===== src/rtl/pipe_stage_skid.sv =====
// pipe_stage_skid
// Back-pressurable pipeline stage register with a 2-entry skid buffer.
// The head register H drives the outputs. The skid register S catches the
// entry that was accepted in the cycle the downstream stalled. Because of S,
// in_ready depends only on state and never on out_ready, and a one-cycle
// stall does not insert an upstream bubble.
//
// Ports:
//   clk        rising-edge clock
//   reset      synchronous, active-high reset
//   in_valid   upstream has an entry
//   in_ready   stage can accept this cycle (low while reset is high)
//   in_ctrl    upstream control bundle
//   in_data    upstream data bundle
//   flush      synchronous kill of all held entries (wins over handshake)
//   out_valid  head entry valid
//   out_ready  downstream consumes the head this cycle
//   out_ctrl   head control, forced to CTRL_BUBBLE when out_valid is low
//   out_data   head data (stale value when out_valid is low)
//   occupancy  number of entries held: 0, 1 or 2
module pipe_stage_skid #(
    parameter int                 CTRL_W      = 2,
    parameter int                 DATA_W      = 69,
    parameter logic [CTRL_W-1:0]  CTRL_BUBBLE = '0,
    parameter logic [DATA_W-1:0]  DATA_RESET  = '0
) (
    input  logic              clk,
    input  logic              reset,
    input  logic              in_valid,
    output logic              in_ready,
    input  logic [CTRL_W-1:0] in_ctrl,
    input  logic [DATA_W-1:0] in_data,
    input  logic              flush,
    output logic              out_valid,
    input  logic              out_ready,
    output logic [CTRL_W-1:0] out_ctrl,
    output logic [DATA_W-1:0] out_data,
    output logic [1:0]        occupancy
);

    logic              h_valid;
    logic [CTRL_W-1:0] h_ctrl;
    logic [DATA_W-1:0] h_data;
    logic              s_valid;
    logic [CTRL_W-1:0] s_ctrl;
    logic [DATA_W-1:0] s_data;

    logic acc;
    logic pop;

    // Only the skid state gates acceptance. The downstream ready is deliberately
    // absent, so there is no combinational ready path through this stage.
    assign in_ready = ~s_valid & ~reset;
    assign acc      = in_valid & in_ready;
    assign pop      = h_valid & out_ready;

    // Data registers are not cleared on pop or flush. Only the valid bits
    // change, which saves toggling on the wide data bundle.
    always_ff @(posedge clk) begin
        if (reset) begin
            h_valid <= 1'b0;
            s_valid <= 1'b0;
            h_ctrl  <= CTRL_BUBBLE;
            s_ctrl  <= CTRL_BUBBLE;
            h_data  <= DATA_RESET;
            s_data  <= DATA_RESET;
        end else if (flush) begin
            h_valid <= 1'b0;
            s_valid <= 1'b0;
        end else if (!h_valid) begin
            if (acc) begin
                h_valid <= 1'b1;
                h_ctrl  <= in_ctrl;
                h_data  <= in_data;
            end
        end else if (!s_valid) begin
            if (acc && pop) begin
                h_ctrl  <= in_ctrl;
                h_data  <= in_data;
            end else if (acc) begin
                s_valid <= 1'b1;
                s_ctrl  <= in_ctrl;
                s_data  <= in_data;
            end else if (pop) begin
                h_valid <= 1'b0;
            end
        end else if (pop) begin
            // Skid is full, so in_ready is low and nothing can be accepted.
            // Promote the skid entry to the head.
            h_ctrl  <= s_ctrl;
            h_data  <= s_data;
            s_valid <= 1'b0;
        end
    end

    assign out_valid = h_valid;
    // A bubble must never carry a live write enable downstream.
    assign out_ctrl  = h_valid ? h_ctrl : CTRL_BUBBLE;
    assign out_data  = h_data;
    assign occupancy = {1'b0, h_valid} + {1'b0, s_valid};

endmodule


===== config.mk =====
export PLATFORM = sky130hd
export DESIGN_NAME = pipe_stage_skid
export DESIGN_NICKNAME = d
export VERILOG_FILES = /design/src/rtl/pipe_stage_skid.sv
export SDC_FILE = /design/constraint.sdc
export NUM_CORES = 1
export LEC_CHECK = 0
export ABC_AREA = 1
export CAP_MARGIN = 20
export CELL_PAD_IN_SITES_DETAIL_PLACEMENT = 0
export CELL_PAD_IN_SITES_GLOBAL_PLACEMENT = 1
export CORE_ASPECT_RATIO = 1.1
export CORE_MARGIN = 8
export CORE_UTILIZATION = 37
export CTS_BUF_LIST = sky130_fd_sc_hd__clkbuf_16
export CTS_CLUSTER_SIZE = 8
export DETAILED_ROUTE_END_ITERATION = 8
export GPL_TIMING_DRIVEN = 0
export PLACE_DENSITY = 0.88
export SYNTH_ARGS = -nofsm -noshare
export SYNTH_HDL_FRONTEND = slang
export SYNTH_SLANG_ARGS = --single-unit

===== constraint.sdc =====
create_clock -name clk -period 3.1 [get_ports clk]
set_input_delay 0.775 -clock clk [delete_from_list [all_inputs] [get_ports clk]]
set_output_delay 0.775 -clock clk [all_outputs]
set_load 0.005 [all_outputs]

Word level (Yosys, flattened, before mapping)
Cells that the tools add are included.
Word-level totals
  input bits: 76
  logic and storage cells: 40
  flip-flop bits (word level): 144
Cells by class
  reduce and logical (&&, ||, !) cells: 5
  add/subtract/negate cells: 1
  muxes and demuxes: 19
  bitwise operators: 7
  equality and inequality tests: 2
Operators with widths (number)
  $mux W69: 5
  $mux W2: 6
  $mux W1: 8
  $reduce_and A5 Y1: 1
  $not A1 Y1: 4
  $reduce_and A4 Y1: 1
  $and A1 B1 Y1: 3
  $ne A3 B1 Y1 const B: 1
  $ne A3 B2 Y1 const B: 1
  $add A1 B1 Y2: 1
  $reduce_bool A2 Y1: 1
  $reduce_or A2 Y1: 1
  $logic_and A1 B1 Y1: 1

Depth between registers and ports, before layout
Gate-level depths: netlist of the first run.
  depth in word-level cells: 7
  depth in mapped cells: 11

Worst setup path after synthesis of the first run
Ideal clock, no wire load.
  path type: reg-to-output
  from: register s_valid
  to: output occupancy[0]
  data arrival time: 1.028 ns
  required time: 2.325 ns
  path slack: 1.297 ns
  cell stages (with the launch flop): 5
  path buffers: 1
  path through: dfxtp_1 clkbuf_1 inv_1 ha_1 inv_1
On the way
  longest elaborated chain between the ends: 1
Ends and longest elaborated chain
  from (decl): RTL line 44  | logic s_valid;
  from (signal assigned): RTL line 62  | s_valid <= 1'b0;
  from (signal assigned): RTL line 69  | s_valid <= 1'b0;
  from (signal assigned): RTL line 81  | s_valid <= 1'b1;
  $add A1 B1 Y2: RTL line 100  | assign occupancy = {1'b0, h_valid} + {1'b0, s_valid};
  to (decl): RTL line 38  | output logic [1:0] occupancy
No other way between the ends.

Worst setup path in the final report of the first run
  from: register h_valid (netlist: out_valid)
  to: output out_ctrl[0]
On the way
  longest elaborated chain between the ends: 1
Ends and longest elaborated chain
  from (decl): RTL line 41  | logic h_valid;
  from (signal assigned): RTL line 61  | h_valid <= 1'b0;
  from (signal assigned): RTL line 68  | h_valid <= 1'b0;
  from (signal assigned): RTL line 72  | h_valid <= 1'b1;
  $mux W2: RTL line 98  | assign out_ctrl = h_valid ? h_ctrl : CTRL_BUBBLE;
  to (decl): RTL line 36  | output logic [CTRL_W-1:0] out_ctrl,
No other way between the ends.

==> impl_metrics.tcl, run 1 <==
set metrics [dict create \
    worst_slew_pin_slew_ps 766 \
    dpl.hpwl_um 14900 \
    post_cts_buffers 0 \
    ys_types 15 \
    grt_pass1_vias 6825 \
    seq_power_share 0.440 \
    ys_seq_area_frac 0.409 \
    ant_nets 0 \
    fmax_ghz 0.339 \
    start_util 0.373 \
    holdBufCountCts 0 \
    portBuffers 150 \
    cp-startpoint "out_valid" \
    drive_above_1_share 0.0596 \
    fp.dieH_um 161 \
    finalClockSkew_ps 8.98 \
    worstPathArrival_ps 2180 \
    n_antenna_cell 0 \
    hold_path.class "reg2reg" \
    place_area_sq_mm 0.00886 \
    clkPwrFrac 0.434 \
    yosys_register_bits 144 \
    fin_tns_setup_ps 0 \
    required_ps 2320 \
    rr_endpoint "out_data[57]" \
    p_leak_nw 4.86 \
    antenna_found_initial 0 \
    crit_path_end "out_ctrl[0]" \
    cts.path.max_buffers 2 \
    synthCells 1176 \
    first_pass_iters 5 \
    hold_violations 0 \
    syn2layout_area_growth_pct 33.5 \
    cts_made_buffers 17 \
    setup_viol 0 \
    route.detailed.drc 0 \
    grt_usage 0.179 \
    rrSetupSlack_ps 820 \
    p_sw_frac 0.256 \
    clkSinkCount 144 \
    endpoint_kind "primary output" \
    drt_iter0_drc 383 \
    status "finished clean" \
    ios 151 \
    grt_start_max_net_pins 17 \
    peakVddDrop_uv 381 \
    internal-power_mw 3.29 \
    htree_levels 4 \
    reg2reg_depth 10 \
    slew_viol_final 0 \
    via_per_inst 4.33 \
    place_inst 1573 \
    place_congestion 0.771 \
    rsz0062_at_grt "no" \
    core-area_sq_mm 0.0189 \
    cap_violations 0 \
    core.rowCount 53 \
    finalCritPeriodShare 0.953 \
    crit_path_max_fanout 10 \
    nets 1423 \
    path_clk_slew_ps 60 \
    cts_tree "built" \
    instances_no_fill 1605 \
    postLayoutCellArea_sq_mm 0.00941 \
    power_switching_mw 1.13 \
    p_per_area_mw_per_mm2 470 \
    pwr-share-comb 0.126 \
    fin_crit_ps 2950 \
    wirelength_um 20700 \
    syn-cell-area_sq_mm 0.00705 \
    postSynthAreaPerCell_sq_um 6.00 \
    grt_pass1_wl_um 34200 \
    yosysWarningCount 0 \
    slew_headroom 0.490 \
    crit_type "reg2out" \
    dieArea_sq_mm 0.0237 \
    overflow 0 \
    start_kind "flip-flop" \
    cts-root-buf "clkbuf_16" \
    post_drt_wl_per_cell_um 12.9 \
    fillerInstances 2049 \
    synth_fp_nets 1254 \
    rr_startpoint "s_valid" \
    clock_latency_ps 430 \
    vias 6950 \
    die_w_um 148 \
]
[per-stage QoR]
stage | util | hold slack [ps] | total power, mW | worst slack, ps
after floorplan | - | 455 | 2.24 | 1300
after CTS | 0.498 | 485 | 4.48 | 36.8
after global routing | 0.498 | 496 | 4.62 | 32.1
after global placement | 0.469 | 464 | 2.55 | 327
after detailed placement | 0.469 | 472 | 2.55 | 302
final | 0.498 | 479 | 4.42 | 147
[cell type report]
| class | count | area (sq um) | area share |
|---|---|---|---|
| Clock inverter | 15 | 121 | 0.0129 |
| Tap cell | 247 | 309 | 0.0328 |
| Multi-Input combinational cell | 805 | 3240 | 0.344 |
| Timing Repair Buffer | 150 | 1500 | 0.160 |
| Clock buffer | 17 | 425 | 0.0452 |
| Inverter | 153 | 574 | 0.0610 |
| Buffer | 74 | 359 | 0.0382 |
| Sequential cell | 144 | 2880 | 0.306 |
[worst min-delay path by stage]
stage               slack, ps  cells past startpoint         start      endpoint
floorplan                 460                      2     h_ctrl[0]     h_ctrl[0]
detailed placement        470                      2  out_data[68]  out_data[68]
CTS                       480                      2   out_data[1]   out_data[1]
global placement          460                      2  out_data[14]  out_data[14]
finish                    480                      2  out_data[16]  out_data[16]
global route              500                      2  out_data[64]  out_data[64]
[worst max-delay path: stages, from the launching register on]
cell and delay (ps):
dfxtp_1 480, clkbuf_4 310, buf_2 290, nand2_1 120
inv_1 70, clkdlybuf4s50_1 490
[what timing repair did]
action / in CTS / in global routing
resized for setup: 0 / 3
endpoints found under the setup margin: 0 / 3
endpoints found under the hold margin: 0 / 0
[cell usage after synthesis]
library cell,number,area [sq um]
buf_4,9,67.6
dfxtp_1,144,2880
a21oi_1,4,20.0
a21oi_2,1,8.76
inv_2,3,11.3
buf_2,35,175
nor2_2,2,12.5
nand3_2,1,10.0
nand3_1,142,711
nor2_1,286,1070
buf_1,8,30.0
clkbuf_1,22,82.6
inv_1,150,563
nand2_1,367,1380
ha_1,2,25.0
[power groups by stage]
| stage | Combinational (mW) | Clock [mW] | Sequential [mW] |
|---|---|---|---|
| 2_1_floorplan | 0.251 | 0 | 1.99 |
| 6_report | 0.556 | 1.92 | 1.95 |
| 3_5_place_dp | 0.563 | 0 | 1.99 |
| 4_1_cts | 0.566 | 1.96 | 1.95 |
| 5_1_grt | 0.624 | 2.04 | 1.96 |
| 3_3_place_gp | 0.560 | 0 | 1.99 |
[registers in the layout (all words and copies together) (netlist names)]
signal / flops
out_data: 69
s_ctrl: 2
out_valid: 1
s_data: 69
s_valid: 1
h_ctrl: 2
[cells in the final DEF (no fill, tap or decap), drive strengths merged]
cell type,instances
nand2,367
nor2,288
inv,156
clkdlybuf4s50,150
dfxtp,144
nand3,143
buf,51
clkbuf,40
clkinv,7
a21oi,5
clkinvlp,4
ha,2
bufinv,1
[cell families after synthesis]
| group | after synthesis | share of synthesized area |
|---|---|---|
| DFF | 144 | 0.409 |
| buffers and inverters | 227 | 0.132 |
| and+or+nand+nor | 798 | 0.452 |
| adders and majority gates | 2 | 0.00355 |
| AOI/OAI and AO/OA | 5 | 0.00408 |
[routing by layer]
metal,share of wire,global-route usage
met5,0,0
met4,0.015,0.0640
met3,0.044,0.0346
met2,0.49,0.310
met1,0.45,0.215
Power figures use the tool's default switching activity.
==> run 2, diff against run 1 <==
Settings changed: CORE_ASPECT_RATIO 1.1 to 1.75, CORE_UTILIZATION 37 to 35, PLACE_DENSITY 0.88 to 0.84.
Clock period 3.1 ns to 2.9 ns, I/O delays scaled along.
==> run 2 against run 1 <==
Compared with the run above:
- sequential share of layout area fell by 0.16 points
- via count increased by 0.12%
- clock-buffer cell count did not move
- die area increased by 5.8%
==> impl_metrics.tcl, run 2 (synthesized netlist as in run 1, its figures left out) <==
set metrics [dict create \
    path_clk_slew_ps 60 \
    finalClockSkew_ps 7.55 \
    clkSinkCount 144 \
    layout_commonest_cell "nand2_1" \
    first_pass_iters 4 \
    core-area_sq_mm 0.0197 \
    worst_slew_pin_slew_ps 748 \
    slew_viol_final 0 \
    drt_iter0_drc 261 \
    route.detailed.drc 0 \
    fillerInstances 2098 \
    instances_no_fill 1602 \
    slew_headroom 0.502 \
    dieArea_sq_mm 0.0251 \
    cap_violations 0 \
    fp.dieH_um 204 \
    dpl.hpwl_um 15800 \
    p_per_area_mw_per_mm2 523 \
    rrSetupSlack_ps 630 \
    endpoint_kind "primary output" \
    n_antenna_cell 0 \
    fin_tns_setup_ps 0 \
    wirelength_um 21500 \
    fmax_ghz 0.360 \
    grt_usage 0.179 \
    fin_util 0.479 \
    antenna_found_initial 0 \
    nets 1423 \
    start_kind "flip-flop" \
    finalCritPeriodShare 0.958 \
    crit_path_max_fanout 10 \
    final-seq-area_sq_mm 0.00288 \
    start_util 0.357 \
    place_area_sq_mm 0.00886 \
    cts_tree "built" \
    post_drt_wl_per_cell_um 13.4 \
    layout_common_cells "nand2_1 (367), nor2_1 (286), inv_1 (150), clkdlybuf4s50_1 (150), dfxtp_1 (143)" \
    syn2layout_area_growth_pct 34.2 \
    peakVddDrop_uv 390 \
    drive_above_1_share 0.0590 \
    vias 6958 \
    worstPathArrival_ps 2050 \
    cts.path.max_buffers 2 \
    cts-root-buf "clkbuf_16" \
    wl_met3_um 1180 \
    portBuffers 150 \
    via_per_inst 4.34 \
    fin_crit_ps 2780 \
    setup_viol 0 \
    cts_made_buffers 17 \
    grt_pass1_vias 6925 \
    status "finished clean" \
    p_leak_nw 4.89 \
    ios 151 \
    hold_violations 0 \
    grt_start_max_net_pins 17 \
    htree_levels 4 \
    rsz0062_at_grt "no" \
    setup_ws_ps 123 \
    die_w_um 123 \
    clock_latency_ps 430 \
    required_ps 2170 \
    overflow 0 \
    place_inst 1571 \
    post_cts_buffers 0 \
    postLayoutCellArea_sq_mm 0.00946 \
    place_ws_ps 202 \
    ant_nets 0 \
    hold_path.class "reg2reg" \
    crit_type "reg2out" \
    core.rowCount 68 \
    top_layer "met4" \
    grt_pass1_wl_um 35100 \
    wirelength_met1_um 8730 \
    wl_met2_um 11300 \
    multiInputGateArea_sq_mm 0.00324 \
    holdWs_ps 481 \
    holdBufCountCts 0 \
    place_congestion 0.787 \
    design_power_total_mw 4.95 \
]
run 2: cell types whose count changed in the layout (fill, tap and decap cells not counted), moves of 2 or more:
cell | before | now
bufinv_16 | 1 | 4
buf_4 | 9 | 11
clkinv_1 | 2 | 4
clkinv_4 | 2 | 0
inv_6 | 2 | 0
run 2: layout make-up:
cell class,instances,share of cell area
multi-input cells,805,0.342
clock buffers,17,0.0449
plain buffers,74,0.0382
clock inverters,14,0.0182
inverters,153,0.0607
flip-flops and latches,144,0.305
well taps,245,0.0324
repair buffers,150,0.159
run 2: final timing paths:
kind                      from  cells after the start           end
setup / recovery       s_valid                      5  occupancy[0]
hold / removal    out_data[43]                      2  out_data[43]
setup reg to reg       s_valid                     10  out_data[46]
hold reg to reg   out_data[43]                      2  out_data[43]
run 2: what timing repair did:
item,4_1_cts,5_1_grt
endpoints found under the hold margin,0,0
endpoints found under the setup margin,3,1
gates resized for setup,3,1
pin swaps,0,0
run 2: per-layer routing:
layer / vias to the layer above / GRT usage
li1: 3816 / -
met1: 2996 / 0.189
met2: 133 / 0.333
met3: 13 / 0.0454
met4: 0 / 0.0545
met5: - / 0
run 2: power breakdown:
group | internal [mW] | total, mW | leakage (nW) | switching [mW]
registers | 2.05 | 2.08 | 1.17 | 0.0347
logic | 0.303 | 0.597 | 3.43 | 0.294
clock network | 1.41 | 2.27 | 0.284 | 0.855
total | 3.77 | 4.95 | 4.89 | 1.18
run 2: worst max-delay path, stage by stage, from the launching register on:
cell and delay, ps:
dfxtp_1 410, clkbuf_2 290, inv_1 80, ha_1 270
inv_1 60, clkdlybuf4s50_1 530
